File: src/rtl/vga_txt_pkg.sv
// Shared constants and sideband types for the VGA text path
// (also used by the timing generator).
package vga_txt_pkg;

    localparam int CHAR_W          = 8;
    localparam int CHAR_H          = 16;
    localparam int LATENCY         = 6;
    localparam int RAM_AW          = 11;
    localparam int FONT_AW         = 12;
    localparam int CURSOR_SL_FIRST = 14;

    // Per-pixel information needed at the serialiser stage
    typedef struct packed {
        logic       in_area;
        logic       cur_hit;
        logic [2:0] px;
    } pix_side_t;

    // Per-pixel information needed up to the font-address stage
    typedef struct packed {
        pix_side_t  pix;
        logic [3:0] sl;
    } side_t;

endpackage

File: src/rtl/vga_delay_line.sv
// Fixed-depth register delay line with synchronous active-low reset.
module vga_delay_line #(
    parameter int unsigned WIDTH = 1,
    parameter int unsigned DEPTH = 1
) (
    input  logic             clk,
    input  logic             reset_n,
    input  logic [WIDTH-1:0] din,
    output logic [WIDTH-1:0] dout
);

    logic [WIDTH-1:0] pipe_q [DEPTH];
    logic [WIDTH-1:0] pipe_d [DEPTH];

    // Next state: shift every tap one stage along
    always_comb begin
        pipe_d[0] = din;
        for (int unsigned i = 1; i < DEPTH; i++) begin
            pipe_d[i] = pipe_q[i-1];
        end
    end

    // Stage registers, cleared by reset
    always_ff @(posedge clk) begin
        if (!reset_n) begin
            for (int unsigned i = 0; i < DEPTH; i++) begin
                pipe_q[i] <= '0;
            end
        end else begin
            for (int unsigned i = 0; i < DEPTH; i++) begin
                pipe_q[i] <= pipe_d[i];
            end
        end
    end

    assign dout = pipe_q[DEPTH-1];

endmodule

File: src/rtl/vga_text_fetch.sv
// Character-cell scan-out: pixel coordinates -> text buffer -> font ROM ->
// one mono pixel, with frame-latched blinking cursor and matched sync delay.
module vga_text_fetch
    import vga_txt_pkg::*;
#(
    parameter int COLS       = 80,
    parameter int ROWS       = 25,
    parameter int BLINK_LOG2 = 5
) (
    input  logic               clk,
    input  logic               reset_n,
    input  logic               de_in,
    input  logic               hs_in,
    input  logic               vs_in,
    input  logic [9:0]         x_in,
    input  logic [9:0]         y_in,
    input  logic               cursor_en,
    input  logic [6:0]         cursor_col,
    input  logic [4:0]         cursor_row,
    output logic [RAM_AW-1:0]  ram_adb,
    output logic               ram_ceb,
    output logic               ram_oce,
    output logic               ram_resetb,
    input  logic [7:0]         ram_dout,
    output logic [FONT_AW-1:0] font_ad,
    output logic               font_ce,
    input  logic [7:0]         font_dout,
    output logic               pix_out,
    output logic               de_out,
    output logic               hs_out,
    output logic               vs_out
);

    // Sideband reaches the font stage together with ram_dout (after 3 clocks),
    // then the serialiser stage together with font_dout (2 more clocks).
    localparam int unsigned SB1_DEPTH = 3;
    localparam int unsigned SB2_DEPTH = LATENCY - SB1_DEPTH - 1;

    logic [6:0]        col;
    logic [2:0]        px;
    logic [5:0]        row;
    logic [3:0]        sl;
    logic              in_area;
    logic              cur_hit;
    logic [RAM_AW-1:0] cell_addr;
    side_t             s0, s3;
    pix_side_t         s5;
    logic [2:0]        sync_out;
    logic              vs_rise;

    logic [RAM_AW-1:0]     ram_adb_q, ram_adb_d;
    logic                  ram_ceb_q, ram_ceb_d;
    logic [FONT_AW-1:0]    font_ad_q, font_ad_d;
    logic                  font_ce_q, font_ce_d;
    logic                  pix_q, pix_d;
    logic                  vs_prev_q, vs_prev_d;
    logic [BLINK_LOG2-1:0] blink_q, blink_d;
    logic                  cur_en_f_q, cur_en_f_d;
    logic [6:0]            cur_col_f_q, cur_col_f_d;
    logic [4:0]            cur_row_f_q, cur_row_f_d;

    // Cell decode, buffer address and cursor hit for the incoming pixel
    always_comb begin
        col       = x_in[9:3];
        px        = x_in[2:0];
        row       = y_in[9:4];
        sl        = y_in[3:0];
        in_area   = de_in & ({1'b0, col} < 8'(COLS)) & ({1'b0, row} < 7'(ROWS));
        cell_addr = RAM_AW'(row) * RAM_AW'(COLS) + RAM_AW'(col);
        cur_hit   = cur_en_f_q & blink_q[BLINK_LOG2-1] & (col == cur_col_f_q) &
                    (row == {1'b0, cur_row_f_q}) & (sl >= 4'(CURSOR_SL_FIRST));
        s0.pix.in_area = in_area;
        s0.pix.cur_hit = cur_hit;
        s0.pix.px      = px;
        s0.sl          = sl;
    end

    // Cursor state and blink counter only change on a vs_in rising edge
    always_comb begin
        vs_rise     = vs_in & ~vs_prev_q;
        vs_prev_d   = vs_in;
        blink_d     = vs_rise ? blink_q + 1'b1 : blink_q;
        cur_en_f_d  = vs_rise ? cursor_en  : cur_en_f_q;
        cur_col_f_d = vs_rise ? cursor_col : cur_col_f_q;
        cur_row_f_d = vs_rise ? cursor_row : cur_row_f_q;
    end

    // Data pipeline: buffer address (S1), font address (S4), pixel (S6)
    always_comb begin
        ram_adb_d = in_area ? cell_addr : ram_adb_q;
        ram_ceb_d = in_area;
        font_ad_d = s3.pix.in_area ? {ram_dout, s3.sl} : font_ad_q;
        font_ce_d = s3.pix.in_area;
        pix_d     = s5.in_area & (font_dout[3'd7 - s5.px] ^ s5.cur_hit);
    end

    // All registered state, cleared by synchronous reset
    always_ff @(posedge clk) begin
        if (!reset_n) begin
            ram_adb_q   <= '0;
            ram_ceb_q   <= 1'b0;
            font_ad_q   <= '0;
            font_ce_q   <= 1'b0;
            pix_q       <= 1'b0;
            vs_prev_q   <= 1'b0;
            blink_q     <= '0;
            cur_en_f_q  <= 1'b0;
            cur_col_f_q <= '0;
            cur_row_f_q <= '0;
        end else begin
            ram_adb_q   <= ram_adb_d;
            ram_ceb_q   <= ram_ceb_d;
            font_ad_q   <= font_ad_d;
            font_ce_q   <= font_ce_d;
            pix_q       <= pix_d;
            vs_prev_q   <= vs_prev_d;
            blink_q     <= blink_d;
            cur_en_f_q  <= cur_en_f_d;
            cur_col_f_q <= cur_col_f_d;
            cur_row_f_q <= cur_row_f_d;
        end
    end

    vga_delay_line #(.WIDTH(3), .DEPTH(LATENCY)) u_sync (
        .clk     (clk),
        .reset_n (reset_n),
        .din     ({de_in, hs_in, vs_in}),
        .dout    (sync_out)
    );

    vga_delay_line #(.WIDTH($bits(side_t)), .DEPTH(SB1_DEPTH)) u_side_ram (
        .clk     (clk),
        .reset_n (reset_n),
        .din     (s0),
        .dout    (s3)
    );

    vga_delay_line #(.WIDTH($bits(pix_side_t)), .DEPTH(SB2_DEPTH)) u_side_font (
        .clk     (clk),
        .reset_n (reset_n),
        .din     (s3.pix),
        .dout    (s5)
    );

    assign ram_adb    = ram_adb_q;
    assign ram_ceb    = ram_ceb_q;
    assign ram_oce    = ram_ceb_q;
    assign ram_resetb = ~reset_n;
    assign font_ad    = font_ad_q;
    assign font_ce    = font_ce_q;
    assign pix_out    = pix_q;
    assign de_out     = sync_out[2];
    assign hs_out     = sync_out[1];
    assign vs_out     = sync_out[0];

endmodule

File: config.mk
export PLATFORM = sky130hd
export DESIGN_NAME = vga_text_fetch
export DESIGN_NICKNAME = d
export VERILOG_FILES = /design/src/rtl/vga_txt_pkg.sv /design/src/rtl/vga_delay_line.sv /design/src/rtl/vga_text_fetch.sv
export SDC_FILE = /design/constraint.sdc
export NUM_CORES = 1
export LEC_CHECK = 0
export ABC_AREA = 0
export BUFFER_PORTS_ARGS = -buffer_cell sky130_fd_sc_hd__buf_2
export CAP_MARGIN = 20
export CORE_ASPECT_RATIO = 0.9
export CORE_MARGIN = 2
export CORE_UTILIZATION = 36
export DETAILED_ROUTE_END_ITERATION = 10
export SLEW_MARGIN = 15
export SYNTH_ARGS = -nofsm -noshare
export SYNTH_HDL_FRONTEND = slang
export SYNTH_HIERARCHICAL = 1
export SYNTH_SLANG_ARGS = --single-unit
export TNS_END_PERCENT = 50
File: constraint.sdc
create_clock -name clk -period 2.4 [get_ports clk]
set_input_delay 0.24 -clock clk [delete_from_list [all_inputs] [get_ports clk]]
set_output_delay 0.24 -clock clk [all_outputs]
set_load 0.1 [all_outputs]
==> impl_metrics.yaml <==
layout:
  area_delta_synth_final_pct: 20.5
  design_area_um2: 4380
  num_antenna_cells: 0
  finalNonFillerCells: 551
  regArea_um2: 2000
  layout.nets: 487
  multi_input_area_um2: 1540
  drive_above_1_share_pct: 34.1
  final_util_pct: 44.9
  fillCellCount: 937
timing:
  min_period_ns: 1.93
  tightest_slew_ns: 0.786
  max_slew_margin_pct: 47.6
  fin_skew_ns: 0.0125
  drv_slew: 0
  hold_violations: 0
  fin_tns_setup_ns: 0
  grt_setup_unrepaired: "false"
  fmax_mhz: 517
  post-route-period-util_pct: 80.5
  setup_ws_ns: 0.467
  holdWs_ns: 0.0729
  final-setup-viol-count: 0
synth:
  yosysUniqueCellTypes: 32
  synth-seq-cells: 100
  async_flop_share_pct: 0
  yosysMostFrequentCell: "dfxtp_1"
  synth_fa_ha_area_share_pct: 4.89
  synthTopCellsByArea: "dfxtp_1, and2_2, mux2i_1"
  seq_area_frac_synth_pct: 55.2
  syn_inst: 335
  synth_top_area_share_pct: 55.2
  yosysWarnings: 6
  synth_compound_area_share_pct: 4.76
  syn-num-nets: 402
  synth_top_family_by_area: "simple AND/OR/NAND/NOR gates"
  ys_top_cells_by_count: "dfxtp_1, nand2_1, and2_2"
  muxShareOfSynthArea_pct: 6.20
  synth_area_per_cell_um2: 10.8
  synth_flop_cell: "dfxtp_1"
  yosys.area_share.simple_pct: 20.6
  yosys.area.top_type: "dfxtp_1"
  synth_area_um2: 3630
  synth_edf_count: 0
  synth_xor_xnor_area_share_pct: 5.93
setup_path:
  crit_arrival_ns: 2.17
  r2r_cells: 4
  worstReg2RegStart: "u_side_font/pipe_q[0][5]"
  worstSetupStartpointType: "input pin"
  startpoint: "y_in[5]"
  worstPathMaxFanout: 5
  cp.required_ns: 2.63
  r2r-end: "pix_out"
  critPathCaptureType: "flip-flop"
  reg2reg_slack_ns: 0.97
  crit_type: "in2reg"
placement:
  gp_congestion: 0.784
  place_hpwl_um: 4620
  port_buffers: 84
  placedCellCount: 535
  place_area_um2: 4160
  dpl_worst_slack_ns: 0.0823
floorplan:
  pin_count: 85
  die-height_um: 99.3
  die_area_um2: 10900
  rows: 34
  die_width_um: 110
  initial_core_util_pct: 37.3
  core-area_um2: 9740
power_and_ir_drop:
  finalPower_mw: 3.24
  ir_drop_mv: 0.356
  leakage_nw: 1.95
  powerDensity_nw_per_um2: 740
hold_path:
  min-delay-start: "x_in[1]"
  hold_path_end: "u_side_ram/pipe_q[0][5]"
  hold_depth: 2
  hold_path.class: "in2reg"
routing:
  initialDrtViolationCount: 81
  drc: 0
  ant_nets: 0
  dr_total_vias: 2387
  routed_wl_um: 6550
  avgRoutedWirePerCell_um: 11.9
  viasPerCell: 4.33
  dr.pass1.iters: 4
grt:
  grt_util_all_layers_pct: 12.9
  grt_max_degree: 43
  grt_pass1_vias: 2299
  grt_overflow: 0
  grt_pass1_wl_um: 10700
  antenna_found_initial: 2
cts:
  cts_setup_buffers: 0
  insertion_delay_ns: 0.36
  numCtsBuffers: 9
  root_buffer: "clkbuf_8"
  clock_path_buffers: 2
  htreeDepth: 3
  cts_resized: 0
  path_clk_slew_ns: 0.10
  postCtsHoldBufs: 0
  cts.sinks: 100
  tritoncts: "yes"
run:
  drv_cap: 0
status:
  status: "finished, final reports clean"
where the power goes:
part	switching [mW]	internal [mW]	leakage, nW	total (mW)
Sequential	0.0223	1.71	0.815	1.73
Clock	0.596	0.532	0.112	1.13
Combinational	0.233	0.145	1.02	0.378
cells in the final DEF, fill, tap and decap left out, types with 2 or more instances in the layout:
master,Yosys,layout
mux4_2,2,2
fa_1,2,2
dfxtp_1,100,100
nand4_1,6,6
xor2_1,4,4
nor2_1,24,24
a21o_1,3,3
xnor2_1,18,18
buf_4,1,4
and2_1,22,22
mux2i_1,18,18
clkbuf_8,0,10
and2_2,35,35
a21oi_1,21,21
ha_1,11,11
buf_2,1,84
inv_2,2,2
inv_6,0,2
nand2_1,40,40
layout make-up:
class	count	share of cell area [%]
repair buffers	88	10.3
flip-flops and latches	100	45.8
well taps	126	3.60
multi-input cells	219	35.2
clock buffers	10	3.15
clock inverters	6	1.83
inverters	2	0.172
metal layers:
metal  wire length [um]  part of all wire [%]  up-vias  track usage, %
met5                 13                  0.20        -               0
met4                 91                   1.4        2            4.38
li1                   -                     -     1262               -
met1               3140                    48     1034            16.0
met2               2680                    41       79            19.1
met3                632                   9.6       10            6.62
logic make-up after synthesis:
logic type	count (synthesis)
AND/OR/NAND/NOR	135
flip-flops	100
AO/OA/AOI/OAI	28
XOR/XNOR	23
multiplexers	20
buffers and inverters	16
adder cells (fa/ha/maj)	13
how the worst max path moves through the flow:
stage               cells after the start           to  slack (ns)
finish                                  9  ram_adb[10]        0.47
global route                            9  ram_adb[10]        0.41
CTS                                     9  ram_adb[10]        0.48
detailed placement                      9  ram_adb[10]        0.08
global placement                        9  ram_adb[10]        0.14
floorplan                               6   ram_adb[9]        0.40
sequential cells by signal, summed over array words and instances (netlist names):
signal              cells
u_side_font/pipe_q     10
u_side_ram/pipe_q      27
font_ce                 1
font_ad                12
vs_prev_q               1
u_sync/pipe_q          18
cur_row_f_q             5
cur_en_f_q              1
pix_out                 1
ram_ceb                 1
cur_col_f_q             7
ram_adb                11
blink_q                 5
critical path: stages:
cell and delay [ns]:
buf_2 0.15, ha_1 0.31, ha_1 0.23, fa_1 0.38
xor2_1 0.21, nand4_1 0.15, xnor3_1 0.36, nand2_1 0.07
a21oi_1 0.06
(Power assumes the default switching activity.)
